--- config.mk ---
export PLATFORM = sky130hd
export DESIGN_NAME = vga_timing_gen
export DESIGN_NICKNAME = d
export VERILOG_FILES = /design/src/rtl/vga_timing_gen.sv
export SDC_FILE = /design/constraint.sdc
export NUM_CORES = 1
export LEC_CHECK = 0
export CAP_MARGIN = 10
export CORE_MARGIN = 5
export CORE_UTILIZATION = 25
export CTS_CLUSTER_SIZE = 25
export DETAILED_ROUTE_END_ITERATION = 8
export GPL_ROUTABILITY_DRIVEN = 0
export PLACE_DENSITY_LB_ADDON = 0.08
export REMOVE_ABC_BUFFERS = 1
export SETUP_SLACK_MARGIN = 0.02
export SYNTH_ARGS = -nofsm -noshare
export SYNTH_HDL_FRONTEND = slang
export SYNTH_SLANG_ARGS = --single-unit
--- constraint.sdc ---
create_clock -name vga_clk -period 5.9 [get_ports vga_clk]
set_input_delay 1.18 -clock vga_clk [delete_from_list [all_inputs] [get_ports vga_clk]]
set_output_delay 1.18 -clock vga_clk [all_outputs]
set_load 0.01 [all_outputs]
--- src/rtl/vga_timing_gen.sv ---
// Parametrised VGA raster timing generator with registered pixel-fetch addressing.
// Sync and data-enable are delayed to line up with pixel data returned PIX_LAT clocks later.
module vga_timing_gen #(
  parameter int H_ACTIVE = 640,
  parameter int H_FP     = 16,
  parameter int H_SYNC   = 96,
  parameter int H_BP     = 48,
  parameter int V_ACTIVE = 480,
  parameter int V_FP     = 10,
  parameter int V_SYNC   = 2,
  parameter int V_BP     = 33,
  parameter int HS_POL   = 0,
  parameter int VS_POL   = 0,
  parameter int PIX_LAT  = 1
) (
  input  logic        vga_clk,
  input  logic        clrn,
  input  logic [1:0]  mode,
  input  logic [11:0] pixel_data,
  output logic [11:0] row_addr,
  output logic [11:0] col_addr,
  output logic        fetch_en,
  output logic [3:0]  r,
  output logic [3:0]  g,
  output logic [3:0]  b,
  output logic        hs,
  output logic        vs,
  output logic        de,
  output logic        frame_start,
  output logic        line_start
);

  localparam int H_TOTAL = H_SYNC + H_BP + H_ACTIVE + H_FP;
  localparam int V_TOTAL = V_SYNC + V_BP + V_ACTIVE + V_FP;

  localparam logic [11:0] H_SYNC_END = 12'(H_SYNC);
  localparam logic [11:0] H_START    = 12'(H_SYNC + H_BP);
  localparam logic [11:0] H_END      = 12'(H_SYNC + H_BP + H_ACTIVE);
  localparam logic [11:0] H_LAST     = 12'(H_TOTAL - 1);
  localparam logic [11:0] V_SYNC_END = 12'(V_SYNC);
  localparam logic [11:0] V_START    = 12'(V_SYNC + V_BP);
  localparam logic [11:0] V_END      = 12'(V_SYNC + V_BP + V_ACTIVE);
  localparam logic [11:0] V_LAST     = 12'(V_TOTAL - 1);
  localparam logic [12:0] BAR_DIV    = 13'(H_ACTIVE);

  localparam logic HS_ON  = 1'(HS_POL);
  localparam logic HS_OFF = ~HS_ON;
  localparam logic VS_ON  = 1'(VS_POL);
  localparam logic VS_OFF = ~VS_ON;

  typedef enum logic [1:0] {
    MODE_RGB   = 2'b00,
    MODE_MONO  = 2'b01,
    MODE_BARS  = 2'b10,
    MODE_BLANK = 2'b11
  } mode_e;

  // Control bundle that travels alongside the pixel fetch.
  typedef struct packed {
    logic       hs;
    logic       vs;
    logic       de;
    logic       fs;
    logic       ls;
    logic [2:0] bar;
  } ctl_t;

  localparam ctl_t CTL_RST = '{hs: HS_OFF, vs: VS_OFF, de: 1'b0, fs: 1'b0, ls: 1'b0, bar: 3'd0};

  logic [11:0] r_h_cnt;
  logic [11:0] r_v_cnt;
  logic [11:0] r_bar_acc;
  logic [2:0]  r_bar_idx;
  logic [11:0] r_row_addr;
  logic [11:0] r_col_addr;
  mode_e       r_mode_q;
  ctl_t        r_dly [0:PIX_LAT];
  logic [11:0] r_rgb;
  logic        r_hs;
  logic        r_vs;
  logic        r_de;
  logic        r_fs;
  logic        r_ls;

  logic        w_h_active;
  logic        w_v_active;
  logic        w_fetch;
  logic        w_line_first;
  logic [12:0] w_bar_sum;
  ctl_t        w_ctl0;
  ctl_t        w_tail;
  logic [11:0] w_rgb;

  function automatic logic [11:0] bar_colour(input logic [2:0] idx);
    logic [11:0] c;
    case (idx)
      3'd0:    c = 12'hFFF;
      3'd1:    c = 12'hFF0;
      3'd2:    c = 12'h0FF;
      3'd3:    c = 12'h0F0;
      3'd4:    c = 12'hF0F;
      3'd5:    c = 12'hF00;
      3'd6:    c = 12'h00F;
      default: c = 12'h000;
    endcase
    return c;
  endfunction

  // NOTE: sequential state uses <= so every flop samples pre-edge values regardless of block order.
  always_ff @(posedge vga_clk or negedge clrn) begin
    if (!clrn) begin
      r_h_cnt <= '0;
      r_v_cnt <= '0;
    end else if (r_h_cnt == H_LAST) begin
      r_h_cnt <= '0;
      r_v_cnt <= (r_v_cnt == V_LAST) ? 12'd0 : r_v_cnt + 12'd1;
    end else begin
      r_h_cnt <= r_h_cnt + 12'd1;
    end
  end

  assign w_h_active   = (r_h_cnt >= H_START) && (r_h_cnt < H_END);
  assign w_v_active   = (r_v_cnt >= V_START) && (r_v_cnt < V_END);
  assign w_fetch      = w_h_active && w_v_active;
  assign w_line_first = w_fetch && (r_h_cnt == H_START);

  // Bar index = col*8/H_ACTIVE tracked as a running remainder, so no divider is needed.
  assign w_bar_sum = {1'b0, r_bar_acc} + 13'd8;

  always_ff @(posedge vga_clk or negedge clrn) begin
    if (!clrn) begin
      r_bar_acc <= '0;
      r_bar_idx <= '0;
    end else if (!w_h_active) begin
      r_bar_acc <= '0;
      r_bar_idx <= '0;
    end else if (w_bar_sum >= BAR_DIV) begin
      r_bar_acc <= 12'(w_bar_sum - BAR_DIV);
      r_bar_idx <= r_bar_idx + 3'd1;
    end else begin
      r_bar_acc <= w_bar_sum[11:0];
    end
  end

  always_ff @(posedge vga_clk or negedge clrn) begin
    if (!clrn) begin
      r_row_addr <= '0;
      r_col_addr <= '0;
    end else if (w_fetch) begin
      r_col_addr <= r_h_cnt - H_START;
      r_row_addr <= r_v_cnt - V_START;
    end else begin
      r_col_addr <= '0;
      r_row_addr <= '0;
    end
  end

  assign w_ctl0 = '{
    hs:  (r_h_cnt < H_SYNC_END) ? HS_ON : HS_OFF,
    vs:  (r_v_cnt < V_SYNC_END) ? VS_ON : VS_OFF,
    de:  w_fetch,
    fs:  w_line_first && (r_v_cnt == V_START),
    ls:  w_line_first,
    bar: r_bar_idx
  };

  // NOTE: the delay line is reset like any other flop because its tail drives hs/vs/de straight to the pins.
  always_ff @(posedge vga_clk or negedge clrn) begin
    if (!clrn) begin
      for (int k = 0; k <= PIX_LAT; k++) r_dly[k] <= CTL_RST;
    end else begin
      r_dly[0] <= w_ctl0;
      for (int k = 1; k <= PIX_LAT; k++) r_dly[k] <= r_dly[k-1];
    end
  end

  assign w_tail = r_dly[PIX_LAT];

  // Sampled only at the frame origin, which is deep in blanking, so a frame never tears.
  always_ff @(posedge vga_clk or negedge clrn) begin
    if (!clrn) begin
      r_mode_q <= MODE_RGB;
    end else if ((r_h_cnt == 12'd0) && (r_v_cnt == 12'd0)) begin
      r_mode_q <= mode_e'(mode);
    end
  end

  // NOTE: w_rgb gets a default before the case so no path leaves it unassigned (no latch).
  always_comb begin
    w_rgb = 12'h000;
    if (w_tail.de) begin
      case (r_mode_q)
        MODE_RGB:  w_rgb = pixel_data;
        MODE_MONO: w_rgb = pixel_data[0] ? 12'h000 : 12'hFFF;
        MODE_BARS: w_rgb = bar_colour(w_tail.bar);
        default:   w_rgb = 12'h000;
      endcase
    end
  end

  always_ff @(posedge vga_clk or negedge clrn) begin
    if (!clrn) begin
      r_rgb <= '0;
      r_hs  <= HS_OFF;
      r_vs  <= VS_OFF;
      r_de  <= 1'b0;
      r_fs  <= 1'b0;
      r_ls  <= 1'b0;
    end else begin
      r_rgb <= w_rgb;
      r_hs  <= w_tail.hs;
      r_vs  <= w_tail.vs;
      r_de  <= w_tail.de;
      r_fs  <= w_tail.fs;
      r_ls  <= w_tail.ls;
    end
  end

  assign row_addr    = r_row_addr;
  assign col_addr    = r_col_addr;
  assign fetch_en    = r_dly[0].de;
  assign r           = r_rgb[11:8];
  assign g           = r_rgb[7:4];
  assign b           = r_rgb[3:0];
  assign hs          = r_hs;
  assign vs          = r_vs;
  assign de          = r_de;
  assign frame_start = r_fs;
  assign line_start  = r_ls;

endmodule

[After elaboration in Yosys (flattened, before gate mapping)]
Cells that the tools add are included.
Storage, ports and cells
  output and inout port bits: 42
  register bits: 98
  word-level logic and storage cells: 76
  input port bits: 16
Cells by class
  reduce and logical (&&, ||, !) cells: 10
  order comparisons: 7
  muxes and demuxes: 14
  add/subtract/negate cells: 7
  equal/unequal tests: 13
Operators by type and width (number)
  2-to-1 mux 12 bit: 8
  case mux 12 bit (7 select lines): 1
  case mux 12 bit (3 select lines): 1
  adder 12 x 1 -> 12 bit (second input constant): 2
  == test 12 x 10 -> 1 bit (second input constant): 2
  zero test 12 bit: 2
  less-than comparator 12 x 10 -> 1 bit (second input constant): 2
  adder 12 x 4 -> 13 bit (second input constant): 1
  greater-or-equal comparator 13 x 10 -> 1 bit (second input constant): 1
  == test 12 x 6 -> 1 bit (second input constant): 1
  == test 12 x 8 -> 1 bit (second input constant): 1
  greater-or-equal comparator 12 x 6 -> 1 bit (second input constant): 1
  greater-or-equal comparator 12 x 8 -> 1 bit (second input constant): 1
  less-than comparator 12 x 2 -> 1 bit (second input constant): 1
  less-than comparator 12 x 7 -> 1 bit (second input constant): 1
  subtractor 12 x 10 -> 12 bit (second input constant): 1
  subtractor 12 x 6 -> 12 bit (second input constant): 1
  subtractor 12 x 8 -> 12 bit (second input constant): 1
  == test 3 bit (second input constant): 3
  == test 3 x 2 -> 1 bit (second input constant): 2
  logical AND 1 bit: 6
  2-to-1 mux 3 bit: 2
  adder 3 x 1 -> 3 bit (second input constant): 1
  == test 3 x 1 -> 1 bit (second input constant): 1
  6 further kinds: 7

[Logic depth before layout (Yosys ltp)]
  depth in word-level cells: 5
  gate-level depth with buffers: 10
  depth with buffers taken out: 10

[Worst setup path before layout]
Ideal clock, no wire load.
  path kind: register -> register
  start point: register r_bar_acc[3]
  end point: register r_bar_idx[1]
  stages on the path, launching flop included: 10
  required time: 5.768 ns
  slack: 3.116 ns
  arrival time: 2.652 ns
  setup time: 0.132 ns
  buffers on the path: 0
  clock period less this slack: 2.784 ns
  cells stage by stage: dfrtp_1 ha_1 nand3_1 xnor2_1 ha_1 o41a_1 nand4_1 nor4_1 mux2i_1 nor2_1
Between the ends
  cells in the longest elaborated chain, start to end: 3
RTL lines
  from (decl): RTL line 72  | logic [11:0] r_bar_acc;
  from (signal assigned): RTL line 138  | r_bar_acc <= 12'(w_bar_sum - BAR_DIV);
  from (signal assigned): RTL line 141  | r_bar_acc <= w_bar_sum[11:0];
  adder 12 x 4 -> 13 bit: RTL line 128  | assign w_bar_sum = {1'b0, r_bar_acc} + 13'd8;
  greater-or-equal comparator 13 x 10 -> 1 bit: RTL line 137  | end else if (w_bar_sum >= BAR_DIV) begin
  != test 2 x 1 -> 1 bit (no source line)
  to (signal assigned): RTL line 139  | r_bar_idx <= r_bar_idx + 3'd1;
  to (decl): RTL line 73  | logic [2:0] r_bar_idx;
No other way between the ends.
A chain may end at the register's enable or synchronous reset.

==> flow_summary.json <==
{
  "power_density_mw_per_mm2": 245,
  "tns_ns": 0,
  "crit_fanout": 14,
  "boundaryPins": 58,
  "clkPwrFrac_pct": 47.5,
  "finClkSkew_ns": 0.00983,
  "grt_max_degree": 50,
  "pre_cts_ws_ns": 2.42,
  "required_ns": 6.15,
  "cts_resized": 0,
  "p_comb_share_pct": 2.6,
  "status": "finished clean",
  "worst_hold_slack_ns": 0.351,
  "ys_top_cells_by_area": "dfrtp_1, xnor2_1, nor2_1",
  "period_share_pct": 58.5,
  "antenna_cells": 0,
  "synth_seq_cells": 95,
  "io_buffers": 57,
  "synthArstFlopShare_pct": 100,
  "synthTopCellsByCount": "dfrtp_1, nor2_1, nand2_1, o21ai_0, xnor2_1",
  "cts_tree": "done",
  "endpoint_kind": "flip-flop",
  "yosys.cell_types.count": 48,
  "postRouteAntennaNets": 0,
  "synth.most_common_cell": "dfrtp_1",
  "synth_area_leader_cell": "dfrtp_1",
  "drc": 0,
  "grt-busiest-layer": "met2",
  "grt_pass1_wl_mm": 16.4,
  "synthesis.area_mm2": 0.00427,
  "rows": 47,
  "cts_made_buffers": 9,
  "met3_usage_pct": 2.24,
  "grt-ovfl-total": 0,
  "synth_top_area_share_pct": 52.1,
  "cts_root_buf": "clkbuf_16",
  "fmax_ghz": 0.290,
  "use_met1_pct": 14.1,
  "clk_latency_ns": 0.34,
  "swShare_pct": 20.8,
  "slew_headroom_pct": 28.5,
  "drt_iter0_markers": 212,
  "holdBufCountCts": 0,
  "vias_per_cell": 4.38,
  "antenna_found_initial": 0,
  "core_mm2": 0.0167,
  "grt_usage_pct": 10.3,
  "layout.nets": 484,
  "avgSynthCellArea_um2": 10.5,
  "dieHeight_um": 141,
  "dp_hpwl_mm": 6.66,
  "grt_pass1_vias": 3069,
  "p_leak_nw": 2.34,
  "fin_crit_ns": 3.45,
  "synthFlopType": "dfrtp_1",
  "fillers": 1745,
  "critical_path_arrival_ns": 3.71,
  "totalWireLength_mm": 9.74,
  "clk_pin_slew_worst_paths_ns": 0.07,
  "vias": 2991,
  "clock_sinks": 95,
  "p_seq_share_pct": 49.9,
  "cts.path.max_buffers": 2,
  "setup_ws_ns": 2.45,
  "p_int_w": 0.00104,
  "p_sw_w": 0.000273,
  "setup_viol": 0,
  "critPathKind": "reg2reg",
  "area_growth_pct": 25.3,
  "critPathLaunchType": "flip-flop",
  "synth_edf_count": 0,
  "syn_inst": 407,
  "die_w_um": 141,
  "hp-class": "reg2reg",
  "max_slew.worst_pin.slew_ns": 1.07,
  "yosysWarnings": 0,
  "hold_viol": 0,
  "maxCapViolCount": 0,
  "vdd_drop_max_v": 0.000136,
  "seq_area_frac_synth_pct": 55.8,
  "drive_above_1_share_pct": 9.07,
  "design.die.area_mm2": 0.0198,
  "dr.pass1.iters": 4,
  "htreeDepth": 3,
  "avgRoutedWirePerCell_um": 14.3,
  "rsz0062_at_grt": "no",
  "cts_setup_buffers": 0,
  "met2_usage_pct": 15.6,
  "initial_core_util_pct": 25.6,
  "slew_viol_final": 0
}
[registers in the layout (all words and copies together), names as in the netlist, 3 cells and up]
register / cells
r_dly: 15
r_h_cnt: 12
r_bar_idx: 3
r_bar_acc: 9
r_rgb: 12
r_v_cnt: 12
col_addr: 12
row_addr: 12
[final timing paths]
path                                 to  slack, ns  depth (start not counted)        from
setup / recovery              r_dly[12]       2.45                          7  r_h_cnt[8]
hold / removal                 r_dly[0]       0.35                          0    r_dly[8]
setup reg to reg              r_dly[12]       2.45                          7  r_h_cnt[8]
hold reg to reg                r_dly[0]       0.35                          0    r_dly[8]
max in group asynchronous  r_bar_acc[9]       3.98                          2        clrn
min in group asynchronous  row_addr[10]       0.84                          1        clrn
[kinds of logic after synthesis]
logic type                 after synthesis  synth area share (%)
adders and majority gates               10                  2.93
xor gates and xnor gates                33                  6.76
other                                    1                0.0878
and+or+nand+nor                        161                  19.9
muxes                                    5                  1.26
AOI/OAI and AO/OA                       67                  9.61
buffers and inverters                   35                  3.63
DFF                                     95                  55.8
[layout by cell type (no fill, tap or decap), types with 3 or more instances in the layout]
cell type,count
nor2_2,10
nand3_1,17
and2_1,3
nand2_1,25
nor2_1,44
ha_1,10
or4_1,3
clkbuf_16,9
buf_4,3
dfstp_2,6
o21a_1,13
clkdlybuf4s50_1,56
nand3b_1,3
nand2b_1,15
nor4_1,4
nand4_1,6
a21oi_1,18
and3_1,7
dfrtp_1,89
mux2_2,3
nor2b_1,5
inv_1,15
nor3_1,8
xnor2_1,23
xor2_1,10
o21ai_0,24
[critical path, stage by stage, from the launching register on]
cell and delay [ns]:
dfrtp_1 0.48, nor4_2 0.34, nand4_1 0.18, or4b_4 0.53
a31o_1 0.40, or4_1 0.83, buf_4 0.33, nor4_2 0.25
[power groups by stage]
stage | sequential, W | combinational [W] | clock (W)
floorplan | 0.000667 | 0.00000834 | 0
global placement | 0.000667 | 0.0000354 | 0
detailed placement | 0.000667 | 0.0000354 | 0
CTS | 0.000655 | 0.0000356 | 0.000649
global route | 0.000655 | 0.0000391 | 0.000674
finish | 0.000655 | 0.0000340 | 0.000623
[through the flow]
step	instances	instance area, µm²	total power (W)	util (%)
2_1_floorplan	387	4170	0.000675	-
3_3_place_gp	666	5030	0.000703	30.1
3_5_place_dp	666	5030	0.000703	30.1
4_1_cts	682	5350	0.00134	32.0
5_1_grt	683	5350	0.00137	32.0
6_report	683	5350	0.00131	32.0
[per-layer routing]
metal | up-vias | routed length, µm | part of all wire [%]
met1 | 1436 | 4800 | 49
met5 | - | 0 | 0
li1 | 1479 | - | -
met4 | 0 | 195 | 2.0
met2 | 61 | 4340 | 44
met3 | 15 | 415 | 4.3
[area by class of cell]
type,count,area [µm²],share of cell area [%]
timing repair buffer,60,588,11.0
tap,220,275,5.14
clock buffer,11,233,4.35
sequential,95,2380,44.6
inverter,15,56.3,1.05
clock inverter,5,82.6,1.54
multi-input combinational,277,1730,32.4
Note: power is estimated with default switching activity, not from simulation.
